==> config.mk <==
export PLATFORM = sky130hd
export DESIGN_NAME = instr_fetch_unit
export DESIGN_NICKNAME = d
export VERILOG_FILES = /design/src/rtl/fetch_pkg.sv /design/src/rtl/next_pc_calc.sv /design/src/rtl/instr_fetch_unit.sv
export SDC_FILE = /design/constraint.sdc
export NUM_CORES = 1
export LEC_CHECK = 0
export ABC_CLOCK_PERIOD_IN_PS = 2700
export BUFFER_PORTS_ARGS = -buffer_cell sky130_fd_sc_hd__buf_2
export CAP_MARGIN = 20
export CORE_ASPECT_RATIO = 1.2
export CORE_MARGIN = 3
export CORE_UTILIZATION = 50
export CTS_BUF_LIST = sky130_fd_sc_hd__clkbuf_4
export DETAILED_ROUTE_END_ITERATION = 10
export GPL_TIMING_DRIVEN = 0
export PLACE_DENSITY = 0.8
export SLEW_MARGIN = 10
export SYNTH_ARGS = -nofsm -noshare
export SYNTH_HDL_FRONTEND = slang
export SYNTH_HIERARCHICAL = 1
export SYNTH_SLANG_ARGS = --single-unit
==> constraint.sdc <==
create_clock -name clk -period 2.7 [get_ports clk]
set_input_delay 0 -clock clk [delete_from_list [all_inputs] [get_ports clk]]
set_output_delay 0 -clock clk [all_outputs]
set_load 0.1 [all_outputs]
==> src/rtl/fetch_pkg.sv <==
// rtl/fetch_pkg.sv - shared state encoding, next-PC selects and instruction field positions for the fetch stage
package fetch_pkg;

    typedef enum logic [1:0] {
        ST_IDLE  = 2'd0,
        ST_FETCH = 2'd1,
        ST_HOLD  = 2'd2
    } fetch_state_e;

    localparam logic [1:0] PC_SEQ = 2'b00;
    localparam logic [1:0] PC_BR  = 2'b01;
    localparam logic [1:0] PC_JMP = 2'b10;

    localparam int OPC_MSB = 31;
    localparam int OPC_LSB = 26;
    localparam int JMP_MSB = 25;
    localparam int JMP_LSB = 0;
    localparam int IMM_MSB = 15;
    localparam int IMM_LSB = 0;

    function automatic logic [31:0] sext_imm(input logic [31:0] ir);
        return {{16{ir[IMM_MSB]}}, ir[IMM_MSB:IMM_LSB]};
    endfunction

endpackage

==> src/rtl/next_pc_calc.sv <==
// rtl/next_pc_calc.sv - combinational next-PC select: sequential, PC-relative branch or absolute jump
module next_pc_calc
    import fetch_pkg::*;
(
    input  logic [31:0] pc_plus1_i,
    input  logic [31:0] ir_i,
    input  logic [1:0]  pc_src_i,
    input  logic        br_taken_i,
    output logic [31:0] next_pc_o
);

    always_comb begin
        next_pc_o = pc_plus1_i;
        case (pc_src_i)
            PC_BR: begin
                if (br_taken_i) begin
                    next_pc_o = pc_plus1_i + sext_imm(ir_i);
                end
            end
            PC_JMP: next_pc_o = {pc_plus1_i[OPC_MSB:OPC_LSB], ir_i[JMP_MSB:JMP_LSB]};
            default: next_pc_o = pc_plus1_i;
        endcase
    end

endmodule

==> src/rtl/instr_fetch_unit.sv <==
// rtl/instr_fetch_unit.sv - fetch stage: PC, IR, IDLE/FETCH/HOLD handshake; FETCH_PERF_EN adds a fetch counter
module instr_fetch_unit
    import fetch_pkg::*;
#(
    parameter logic [31:0] RESET_PC = 32'd0
) (
    input  logic        clk,
    input  logic        rst,
    input  logic        run,
    output logic [31:0] pc_out,
    input  logic [31:0] imem_instr,
    output logic [31:0] ir_out,
    output logic        ir_valid,
    output logic [31:0] pc_plus1,
    input  logic        pc_advance,
    input  logic [1:0]  pc_src,
    input  logic        br_taken,
    output logic        adv_err,
    output logic [31:0] fetch_count
);

    fetch_state_e state_q, state_d;
    logic [31:0]  pc_q, pc_d;
    logic [31:0]  ir_q, ir_d;
    logic [31:0]  pc_plus1_q, pc_plus1_d;
    logic         adv_err_q, adv_err_d;
    logic [31:0]  next_pc;
    logic         load_ir;

    next_pc_calc u_next_pc (
        .pc_plus1_i (pc_plus1_q),
        .ir_i       (ir_q),
        .pc_src_i   (pc_src),
        .br_taken_i (br_taken),
        .next_pc_o  (next_pc)
    );

    always_comb begin
        state_d    = state_q;
        pc_d       = pc_q;
        ir_d       = ir_q;
        pc_plus1_d = pc_plus1_q;
        adv_err_d  = adv_err_q;
        load_ir    = 1'b0;
        case (state_q)
            ST_IDLE: begin
                if (pc_advance) adv_err_d = 1'b1;
                if (run) state_d = ST_FETCH;
            end
            ST_FETCH: begin
                // A dropped run does not abort: the word is already on the bus.
                if (pc_advance) adv_err_d = 1'b1;
                load_ir    = 1'b1;
                ir_d       = imem_instr;
                pc_plus1_d = pc_q + 32'd1;
                state_d    = ST_HOLD;
            end
            ST_HOLD: begin
                if (pc_advance) begin
                    pc_d    = next_pc;
                    state_d = run ? ST_FETCH : ST_IDLE;
                end
            end
            default: state_d = ST_IDLE;
        endcase
    end

    always_ff @(posedge clk) begin
        if (rst) begin
            state_q    <= ST_IDLE;
            pc_q       <= RESET_PC;
            ir_q       <= 32'd0;
            pc_plus1_q <= 32'd0;
            adv_err_q  <= 1'b0;
        end else begin
            state_q    <= state_d;
            pc_q       <= pc_d;
            ir_q       <= ir_d;
            pc_plus1_q <= pc_plus1_d;
            adv_err_q  <= adv_err_d;
        end
    end

`ifdef FETCH_PERF_EN
    logic [31:0] fetch_count_q, fetch_count_d;

    always_comb begin
        fetch_count_d = fetch_count_q;
        if (load_ir) fetch_count_d = fetch_count_q + 32'd1;
    end

    always_ff @(posedge clk) begin
        if (rst) begin
            fetch_count_q <= 32'd0;
        end else begin
            fetch_count_q <= fetch_count_d;
        end
    end

    assign fetch_count = fetch_count_q;
`else
    logic unused_load_ir;
    assign unused_load_ir = load_ir;
    assign fetch_count    = 32'd0;
`endif

    assign pc_out   = pc_q;
    assign ir_out   = ir_q;
    assign pc_plus1 = pc_plus1_q;
    assign ir_valid = (state_q == ST_HOLD);
    assign adv_err  = adv_err_q;

endmodule

### Word level (Yosys, flattened, before mapping)

Index checks and enable logic that the tools add are counted.

* equal/unequal tests: 6
* reductions and logical operators: 5
* mux-type cells: 6
* add/sub/neg operators: 2

Operators by type and width (number)
* $pmux 32 s2: 1
* $add 32x1->32 const B: 1
* $add 32x32->32: 1
* $mux 32: 1
* $pmux 2 s3: 1
* $reduce_and 2->1: 3
* $eq 2x1->1 const B: 2
* $eq 2x2->1 const B: 2
* $mux 2: 2
* $logic_not 2->1: 1
* $ne 2x1->1 const B: 1
* $ne 2x2->1 const B: 1
* $reduce_or 2->1: 1
* $mux 1: 1

* bits in registers: 99
* input port bits: 39

### Longest topological paths before layout

Gate-level depths: netlist (run 1).

* depth in word-level cells: 3
* mapped depth: 12

### Hierarchy

Netlist (run 1), hierarchy kept.

By module, submodules not included
* instr_fetch_unit: area an instance 4341.7 um^2, cells each 534, times used 1, seq. area each 1981.9 um^2
* next_pc_calc: area an instance 2438.6 um^2, cells each 354, times used 1, seq. area each 0.0 um^2

### Worst setup path after synthesis (run 1)

Ideal clock, no wire load.

* kind: flip-flop to flip-flop
* start: reg ir_q[15], in the netlist ir_out[15]
* end: reg pc_q[31], in the netlist pc_out[31]
* path slack: -1.009 ns
* arrival: 3.577 ns
* required time: 2.568 ns
* clock period less this slack: 3.709 ns
* cell stages (with the launch flop): 12
* cells stage by stage: dfxtp_1 ha_1 buf_2 a21oi_1 o21ai_1 a221o_1 a31oi_1 or4b_1 nor4b_1 a211o_1 nand2_1 a21oi_1

* word-level cells in the longest chain between the ends: 3

RTL lines
* from (decl): line instr_fetch_unit.sv:24 `logic [31:0] ir_q, ir_d;`
* from (signal assigned): line instr_fetch_unit.sv:78 `ir_q <= ir_d;`
* $add 32x32->32: line next_pc_calc.sv:17 `next_pc_o = pc_plus1_i + sext_imm(ir_i);`
* $mux 32: line next_pc_calc.sv:16 `if (br_taken_i) begin`
* $pmux 32 s2: line next_pc_calc.sv:14 `case (pc_src_i)`
* net next_pc[31]: line instr_fetch_unit.sv:27 `logic [31:0] next_pc;`
* to (signal assigned): line instr_fetch_unit.sv:77 `pc_q <= pc_d;`
* to (decl): line instr_fetch_unit.sv:23 `logic [31:0] pc_q, pc_d;`

The timed path passes the listed nets, and every way through them passes these cells.
A chain may end at the register's enable or synchronous reset.

### Final worst setup path (run 1)

* start: reg ir_q[0], in the netlist ir_out[0]
* end: reg pc_q[30], in the netlist pc_out[30]

Same word-level chain as after synthesis.

==> results.toml, run 1 <==
[synthesis]
async_flop_share_pct = 0
synth_area_mm2 = 0.006780
ys_ff_latch = 99
synth_cells = 888
ys.flop_type = "dfxtp_1"
synth_edf_count = 0
syn_area_per_cell_um2 = 7.635
synth.yosys.warnings = 6
synth.distinct_cells = 73
ys_seq_area_share_pct = 29.23

[final_layout]
nFillCells = 1061
final_cell_mix = "nand2_1, buf_2, a21oi_1"
fin_nets = 1210
final_area_mm2 = 0.009209
drive_gt1_share_pct = 31.64
final_common_cell = "nand2_1"
syn_to_final_growth_pct = 35.82

[timing]
finalMaxSlewViolations = 0
tightest_slew_ns = 0.8110
hold_viol_final = 0
hold_ws_ns = 0.2900
rsz0062_at_grt = "yes"
finalSetupViolCount = 19
fmax_ghz = 0.3194
post-route-period-util_pct = 115.9
skew_ns = 0.03434
relSlewSlack_pct = 45.74
fin_ws_ns = -0.4305
tns_ns = -4.194
finalCriticalPeriod_ns = 3.130

[pwr]
p_comb_share_pct = 36.2
powerDensity_mw_per_mm2 = 436.1
vdd_drop_max_mv = 0.3293
p_leak_uw = 0.003931
pwr-share-clk_pct = 23.7
p_int_uw = 2275
switching_power_uw = 1741
p_seq_share_pct = 40.1
total_power_uw = 4016
sw_frac_of_total_pct = 43.34

[worst_setup_path]
worstPathRequired_ns = 3.02
cp_max_fo = 2
rr_worst_depth = 12
critPathKind = "flip-flop to flip-flop"
cp-start-kind = "flip-flop"
crit_path_start = "ir_out[0]"
crit_arrival_ns = 3.45
r2r_slack_ns = -0.43
r2r_start = "ir_out[0]"
end_kind = "flip-flop"

[die]
dieArea_mm2 = 0.01500
die_h_um = 133.6
start_util_pct = 51.22
coreArea_mm2 = 0.01324
io-pin-count = 169
die_w_um = 112.3
rows = 46

[min_path]
min_from = "imem_instr[27]"
worstHoldPathType = "primary input to flip-flop"
min_delay_path_depth = 4

[cts]
cts_tree = "done"
cts_htree_levels = 3
clk_pin_slew_worst_paths_ns = 0.17
clock-root-buffer = "clkbuf_4"
cts.path.max_buffers = 2
clock_sinks = 99
clkLatencyLatePin_ns = 0.47
cts_made_buffers = 9

[global_route]
grt_max_degree = 19
groute.usage.overall_pct = 30.94
grt_pass1_wl_mm = 37.78
grt_pass1_vias = 7197
antenna_found_initial = 1
grt_overflow = 0

[outcome]
outcome = "finished with violations"
violations = "setup timing"

[routing]
vias = 7911
wl_mm = 24.86
drt_iter0_markers = 827
vias_per_cell = 6.039
dr.pass1.iters = 7
ant_nets = 0
drcViolationCount = 0
wl_per_cell_um = 18.97

[placed_design]
dp_hpwl_mm = 17.02
gp_congestion = 0.9449
portBuffers = 134
placed_area_mm2 = 0.007918

[run]
maxCapViolCount = 0
## cell type report
cell class,instances,area [um2],area share (%)
Tap cell,168,210.2,2.283
Multi-Input combinational cell,711,4828,52.43
Clock inverter,7,102.6,1.114
Antenna cell,1,2.502,0.02717
Timing Repair Buffer,210,1355,14.71
Clock buffer,9,67.56,0.7337
Inverter,20,75.07,0.8152
Sequential cell,99,2087,22.66
Buffer,85,480.5,5.217
## synth_stat cells, types with 18 or more instances
| cell | instances | area share, % |
|---|---|---|
| a21o_1 | 21 | 2.3 |
| a21oi_1 | 104 | 7.7 |
| buf_4 | 34 | 3.8 |
| clkbuf_1 | 43 | 2.4 |
| dfxtp_1 | 99 | 29 |
| ha_1 | 34 | 6.3 |
| inv_1 | 20 | 1.1 |
| nand2_1 | 167 | 9.2 |
| nand3_1 | 21 | 1.6 |
| nor2_1 | 50 | 2.8 |
| o21ai_0 | 34 | 2.5 |
| o31ai_1 | 20 | 2.2 |
| xor2_1 | 18 | 2.3 |
## what timing repair did
action	CTS	global route
gates resized for setup	46	54
setup endpoints to repair	17	24
hold endpoints to repair	37	0
hold buffers	35	0
pin swaps	34	37
buffers inserted	27	16
## flip-flops by register name, indices dropped and copies added (netlist names)
signal / flops
pc_out: 32
adv_err: 1
pc_plus1: 32
ir_out: 32
state_q: 2
## metrics by stage
stage	cells	util, %	setup WS [ns]
CTS	1299	67.10	-0.3249
detailed placement	1221	59.81	-0.4851
global route	1310	69.57	-0.4782
global placement	1221	59.81	-0.4372
floorplan	919	-	-0.2263
finish	1310	69.57	-0.4305
## critical path: stages, from the launching register on
cell      delay, ns
dfxtp_4        0.39
ha_4           0.16
fa_2           0.35
a21o_1         0.21
a221oi_4       0.37
a21oi_2        0.12
a31o_4         0.26
a211oi_4       0.29
o31ai_4        0.10
nor4b_1        0.16
or3_1          0.41
nand2_1        0.09
a21oi_1        0.06
## final timing paths
check | endpoint
worst max-delay path | pc_out[30]
worst min-delay path | ir_out[27]
worst max register to register | pc_out[30]
worst min register to register | ir_out[29]
## routing by layer
metal / track usage (%) / vias to the layer above / part of all wire (%)
met2: 50.27 / 507 / 46
met3: 6.315 / 108 / 9.9
met5: 0 / - / 0
met1: 40.05 / 3631 / 39
li1: - / 3665 / -
met4: 12.83 / 0 / 5.0
## power groups by stage
| stage | logic (uW) | registers (uW) | clock network (uW) |
|---|---|---|---|
| 2_1_floorplan | 623 | 2040 | 0 |
| 3_3_place_gp | 1260 | 1640 | 0 |
| 3_5_place_dp | 1270 | 1640 | 0 |
| 4_1_cts | 1360 | 1600 | 950 |
| 5_1_grt | 1510 | 1620 | 1000 |
| 6_report | 1450 | 1610 | 951 |
## kinds of logic after synthesis
| group | synth area share [%] |
|---|---|
| compound gates | 28.46 |
| xor+xnor | 4.263 |
| fa+ha+maj | 6.570 |
| buf+inv | 8.415 |
| flops | 29.23 |
| mux | 0.3137 |
| other cells | 0.05531 |
| simple gates | 22.70 |
Power figures use the tool's default switching activity.
==> run 2: changes to the inputs <==
- ABC_CLOCK_PERIOD_IN_PS: 2700 -> 3300
- CORE_ASPECT_RATIO: 1.2 -> 1.4
- PLACE_DENSITY: 0.8 -> 0.77
- clock period: 2.7 -> 3.3 ns (I/O delays scaled with it)
==> run 2 against run 1 <==
  * The flow now finishes without violations
  * Combinational power down 26%
  * Core utilization is 5.5 points lower
  * First-iteration DRC count fell by 36%
  * Flip-flop and latch count stayed put
  * Register-to-register slack gained 0.53 ns
  * Design area is 9.2% lower
  * Routed wire length fell by 7.0%
  * Critical path type unchanged
==> results.toml, run 2 (synthesis gave the netlist of run 1 again) <==
[outcome]
outcome = "finished clean"

[min_path]
min_from = "imem_instr[15]"
min_delay_path_depth = 4
holdPathEnd = "ir_out[15]"
worstHoldPathType = "primary input to flip-flop"

[placed_design]
dp_hpwl_mm = 17.24
portBuffers = 134
placed_area_mm2 = 0.007811
gp_congestion = 0.9716
pre_cts_ws_ns = 0.02450

[cts]
clkLatencyLatePin_ns = 0.49
cts.path.max_buffers = 2
cts_made_buffers = 9
clock-root-buffer = "clkbuf_4"
clk_pin_slew_worst_paths_ns = 0.18
cts_htree_levels = 3
cts_tree = "done"
clock_sinks = 99

[routing]
vias = 7516
drcViolationCount = 0
drt_iter0_markers = 527
dr.pass1.iters = 5
ant_nets = 0
wl_per_cell_um = 17.99
wl_mm = 23.10
vias_per_cell = 5.854

[die]
dieArea_mm2 = 0.01501
coreArea_mm2 = 0.01306
io-pin-count = 169
rows = 49
start_util_pct = 51.92
die_w_um = 104.4
die_h_um = 143.8

[worst_setup_path]
crit-reg2reg-capture = "pc_out[20]"
cp-start-kind = "flip-flop"
crit_arrival_ns = 3.61
r2r_start = "pc_plus1[0]"
worstPathRequired_ns = 3.71
critPathKind = "flip-flop to flip-flop"
end_kind = "flip-flop"
cp_max_fo = 5
rr_worst_depth = 12
r2r_slack_ns = 0.1

[global_route]
grt_overflow = 0
grt_pass1_wl_mm = 35.63
grt_max_degree = 22
grt_pass1_vias = 7052
antenna_found_initial = 1
groute.usage.overall_pct = 29.71

[run]
maxCapViolCount = 0

[timing]
fin_ws_ns = 0.09870
post-route-period-util_pct = 97.01
hold_viol_final = 0
fmax_ghz = 0.3124
hold_ws_ns = 0.2713
finalCriticalPeriod_ns = 3.201
tns_ns = 0
tightest_slew_ns = 0.8512
finalSetupViolCount = 0
relSlewSlack_pct = 42.66
skew_ns = 0.02160
finalMaxSlewViolations = 0

[pwr]
p_leak_uw = 0.003700
vdd_drop_max_mv = 0.2524
powerDensity_mw_per_mm2 = 369.6

[final_layout]
final_common_cell = "nand2_1"
drive_gt1_share_pct = 20.90
nFillCells = 1253
final_cell_mix = "nand2_1, buf_2, a21oi_1"
syn_to_final_growth_pct = 23.34
fin_nets = 1175
final_area_mm2 = 0.008363
[run 2: repair_timing]
| item | in CTS | in global routing |
|---|---|---|
| hold endpoints to repair | 37 | 0 |
| endpoints found under the setup margin | 0 | 8 |
| buffers inserted | 0 | 2 |
| gates resized for setup | 0 | 9 |
| hold buffers | 35 | 0 |
[run 2: area by class of cell]
type	instances	area (um2)	area share (%)
Buffer	89	495.5	5.925
Sequential cell	99	2006	23.98
Multi-Input combinational cell	711	4388	52.47
Antenna cell	1	2.502	0.02992
Timing Repair Buffer	171	1036	12.39
Clock inverter	5	62.56	0.7481
Tap cell	178	222.7	2.663
Inverter	20	75.07	0.8977
Clock buffer	10	75.07	0.8977
[run 2: how the worst max path moves through the flow]
stage / cells after the start / from / to / slack, ns
3_5_place_dp: 12 / pc_plus1[0] / pc_out[30] / 0.02
2_1_floorplan: 11 / pc_plus1[14] / pc_out[31] / -0.03
4_1_cts: 12 / pc_plus1[0] / pc_out[30] / 0.008
3_3_place_gp: 12 / pc_plus1[0] / pc_out[30] / 0.05
5_1_grt: 12 / pc_plus1[0] / pc_out[30] / -0.02
6_report: 12 / pc_plus1[0] / pc_out[20] / 0.1
[run 2: power breakdown]
part           internal (uW)  total [uW]  switching, uW
Clock                    243         687            444
Sequential              1250        1320           75.6
Combinational            247        1080            833
Total                   1740        3090           1350
[run 2: critical path, stage by stage, from the launching register on]
cell       delay, ns
dfxtp_2         0.38
ha_1            0.25
fa_2            0.37
a21o_1          0.25
a221oi_4        0.37
a2111oi_1       0.16
o31ai_1         0.42
a21bo_1         0.22
o21ba_1         0.19
xor2_1          0.08
o21ai_1         0.22
nand2_1         0.09
a21oi_1         0.14
[run 2: through the flow]
| stage | power, uW | instances | utilization (%) |
|---|---|---|---|
| 3_3_place_gp | 2370 | 1231 | 59.82 |
| 2_1_floorplan | 2177 | 919 | - |
| 5_1_grt | 3212 | 1284 | 64.04 |
| 6_report | 3091 | 1284 | 64.04 |
| 3_5_place_dp | 2378 | 1231 | 59.82 |
| 4_1_cts | 3083 | 1281 | 63.55 |
[run 2: metal layers]
metal  vias up  share of wire (%)  routed length [um]  track usage [%]
met2       320                 51               11760            54.29
met4         0                5.1                1171            17.16
met3        77                5.5                1281            3.685
li1       3599                  -                   -                -
met5         -                  0                   0                0
met1      3520                 38                8890            33.24
==> run 3: changes to the inputs <==
- ABC_AREA: unset -> 1
- CAP_MARGIN: 20 -> 40
- PLACE_DENSITY: 0.77 -> 0.75
- SKIP_CTS_REPAIR_TIMING: unset -> 1
==> run 3 against run 2 <==
  * Flip-flop and latch count unchanged
  * Count of clock-buffer cells in the layout decreased by 1
  * Routed wire length grew 22%
  * First-iteration DRC count rose by 17%
  * Setup slack better by 0.26 ns
==> results.toml, run 3 <==
[pwr]
switching_power_uw = 1731
p_comb_share_pct = 41.2
p_seq_share_pct = 39.2
p_int_uw = 1771
sw_frac_of_total_pct = 49.42
powerDensity_mw_per_mm2 = 374.4
total_power_uw = 3502
p_leak_uw = 0.004699
vdd_drop_max_mv = 0.3153
pwr-share-clk_pct = 19.6

[timing]
relSlewSlack_pct = 40.85
finalCriticalPeriod_ns = 2.936
hold_viol_final = 0
skew_ns = 0.03734
fmax_ghz = 0.3406
tightest_slew_ns = 0.8860
finalSetupViolCount = 0
finalMaxSlewViolations = 0
post-route-period-util_pct = 88.98
rsz0062_at_grt = "no"
tns_ns = 0
fin_ws_ns = 0.3636

[die]
die_h_um = 154.0
io-pin-count = 169
die_w_um = 111.7
rows = 53
dieArea_mm2 = 0.01721
start_util_pct = 51.54
coreArea_mm2 = 0.01519

[placed_design]
dp_cells = 1663
portBuffers = 135
dp_hpwl_mm = 22.41
pre_cts_ws_ns = 0.4298
gp_congestion = 0.9662

[worst_setup_path]
path_cells = "ha_1 -> a21oi_1 -> o21ai_0 -> a21oi_1 -> nor2_1 -> nor2_1 -> nand2_1 -> nand2_1 -> nand3_1 -> nand2_1 -> nand2_1 -> o21ai_0 -> a21oi_1"
crit_slowest_cell = "dfxtp_1"
path_depth = 13
rr_worst_depth = 13
crit_path_start = "ir_out[15]"
r2r_start = "ir_out[15]"
critPathKind = "flip-flop to flip-flop"
worstPathRequired_ns = 3.68
cp_max_fo = 21
critPathBufInv = 0
cp-start-kind = "flip-flop"
critPathTopFamily = "flip-flops"
crit_arrival_ns = 3.31
critPathMaxStageDelay_ns = 0.93
crit_path_frequent_cell = "nand2_1"
end_kind = "flip-flop"

[run]
maxCapViolCount = 0

[cts]
cts_htree_levels = 3
cts.path.max_buffers = 2
cts_made_buffers = 9
clkLatencyLatePin_ns = 0.50
cts_tree = "done"
clock_sinks = 99
clock-root-buffer = "clkbuf_4"
clk_pin_slew_worst_paths_ns = 0.19

[synthesis]
synth.distinct_cells = 45
synth_area_mm2 = 0.007826
ys_seq_area_share_pct = 25.32
ys_ff_latch = 99
synth_cells = 1305
async_flop_share_pct = 0
ys.flop_type = "dfxtp_1"
yosysTopAreaCellShare_pct = 25.32
synth.yosys.warnings = 6
ys_top_cells_by_area = "dfxtp_1, nand2_1, nor2_1"
synth_common_cells = "nand2_1, nor2_1, inv_1"
synth.most_common_cell = "nand2_1"
syn_area_per_cell_um2 = 5.997
yosys.area.top_type = "dfxtp_1"
synth_edf_count = 0

[outcome]
outcome = "finished clean"

[final_layout]
final_common_cell = "nand2_1"
final_cell_mix = "nand2_1, nor2_1, buf_2"
drive_gt1_share_pct = 17.23
multi_input_area_mm2 = 0.004940
syn_to_final_growth_pct = 19.54
nFillCells = 1553
seq_area_mm2 = 0.001982
fin_nets = 1590
layout.cells.non_filler = 1714

[global_route]
grt_max_degree = 22
grt_overflow = 0
grt_pass1_vias = 8232
grt_pass1_wl_mm = 42.53
antenna_found_initial = 1
groute.usage.overall_pct = 30.92

[routing]
wl_per_cell_um = 16.38
drt_iter0_markers = 614
vias_per_cell = 5.291
dr.pass1.iters = 5
vias = 9068
ant_nets = 0
wl_mm = 28.08
drcViolationCount = 0

[min_path]
min_from = "rst"
worstHoldPathType = "primary input to flip-flop"
min_delay_path_depth = 5
[run 3: power by group through the flow]
| stage | Sequential [uW] | Combinational, uW | Clock [uW] |
|---|---|---|---|
| global placement | 1400 | 1380 | 0 |
| global route | 1380 | 1530 | 732 |
| detailed placement | 1400 | 1380 | 0 |
| floorplan | 1850 | 645 | 0 |
| CTS | 1370 | 1390 | 695 |
| finish | 1370 | 1440 | 685 |
[run 3: logic make-up after synthesis]
group | count (synthesis) | synth area share [%]
compound gates | 246 | 16.75
flops | 99 | 25.32
fa+ha+maj | 35 | 5.691
buf+inv | 232 | 13.05
simple gates | 670 | 36.67
xor+xnor | 22 | 2.462
other cells | 1 | 0.04792
[run 3: path summary, 6_finish.rpt]
kind / slack (ns) / end
min: 0.10 / pc_out[13]
max reg2reg: 0.36 / pc_out[28]
max: 0.36 / pc_out[28]
min reg2reg: 0.49 / adv_err
[run 3: worst min-delay path: stages]
cell	delay [ns]
buf_2	0.12
inv_2	0.10
clkbuf_1	0.20
o21ai_0	0.11
a21oi_1	0.05
[run 3: layer usage]
metal	track usage (%)	share of wire, %
met1	37.32	39
met2	55.26	49
met3	3.701	6.4
met4	12.52	4.9
met5	0	0
[run 3: per-stage QoR]
step                util [%]  cell area, um2  hold WS (ns)
CTS                    59.35            9012       -0.3256
floorplan                  -            7943        0.1349
global route           61.61            9355        0.1246
finish                 61.61            9355        0.1034
detailed placement     58.33            8859        0.2290
global placement       58.33            8859        0.2238
[run 3: area by class of cell]
class / instances / area share [%]
antenna: 1 / 0.02675
timing repair buffer: 169 / 10.86
clock buffer: 9 / 0.7222
multi-input combinational: 1005 / 52.80
tap: 192 / 2.568
buffer: 79 / 4.775
inverter: 153 / 6.139
clock inverter: 7 / 0.9228
sequential: 99 / 21.18
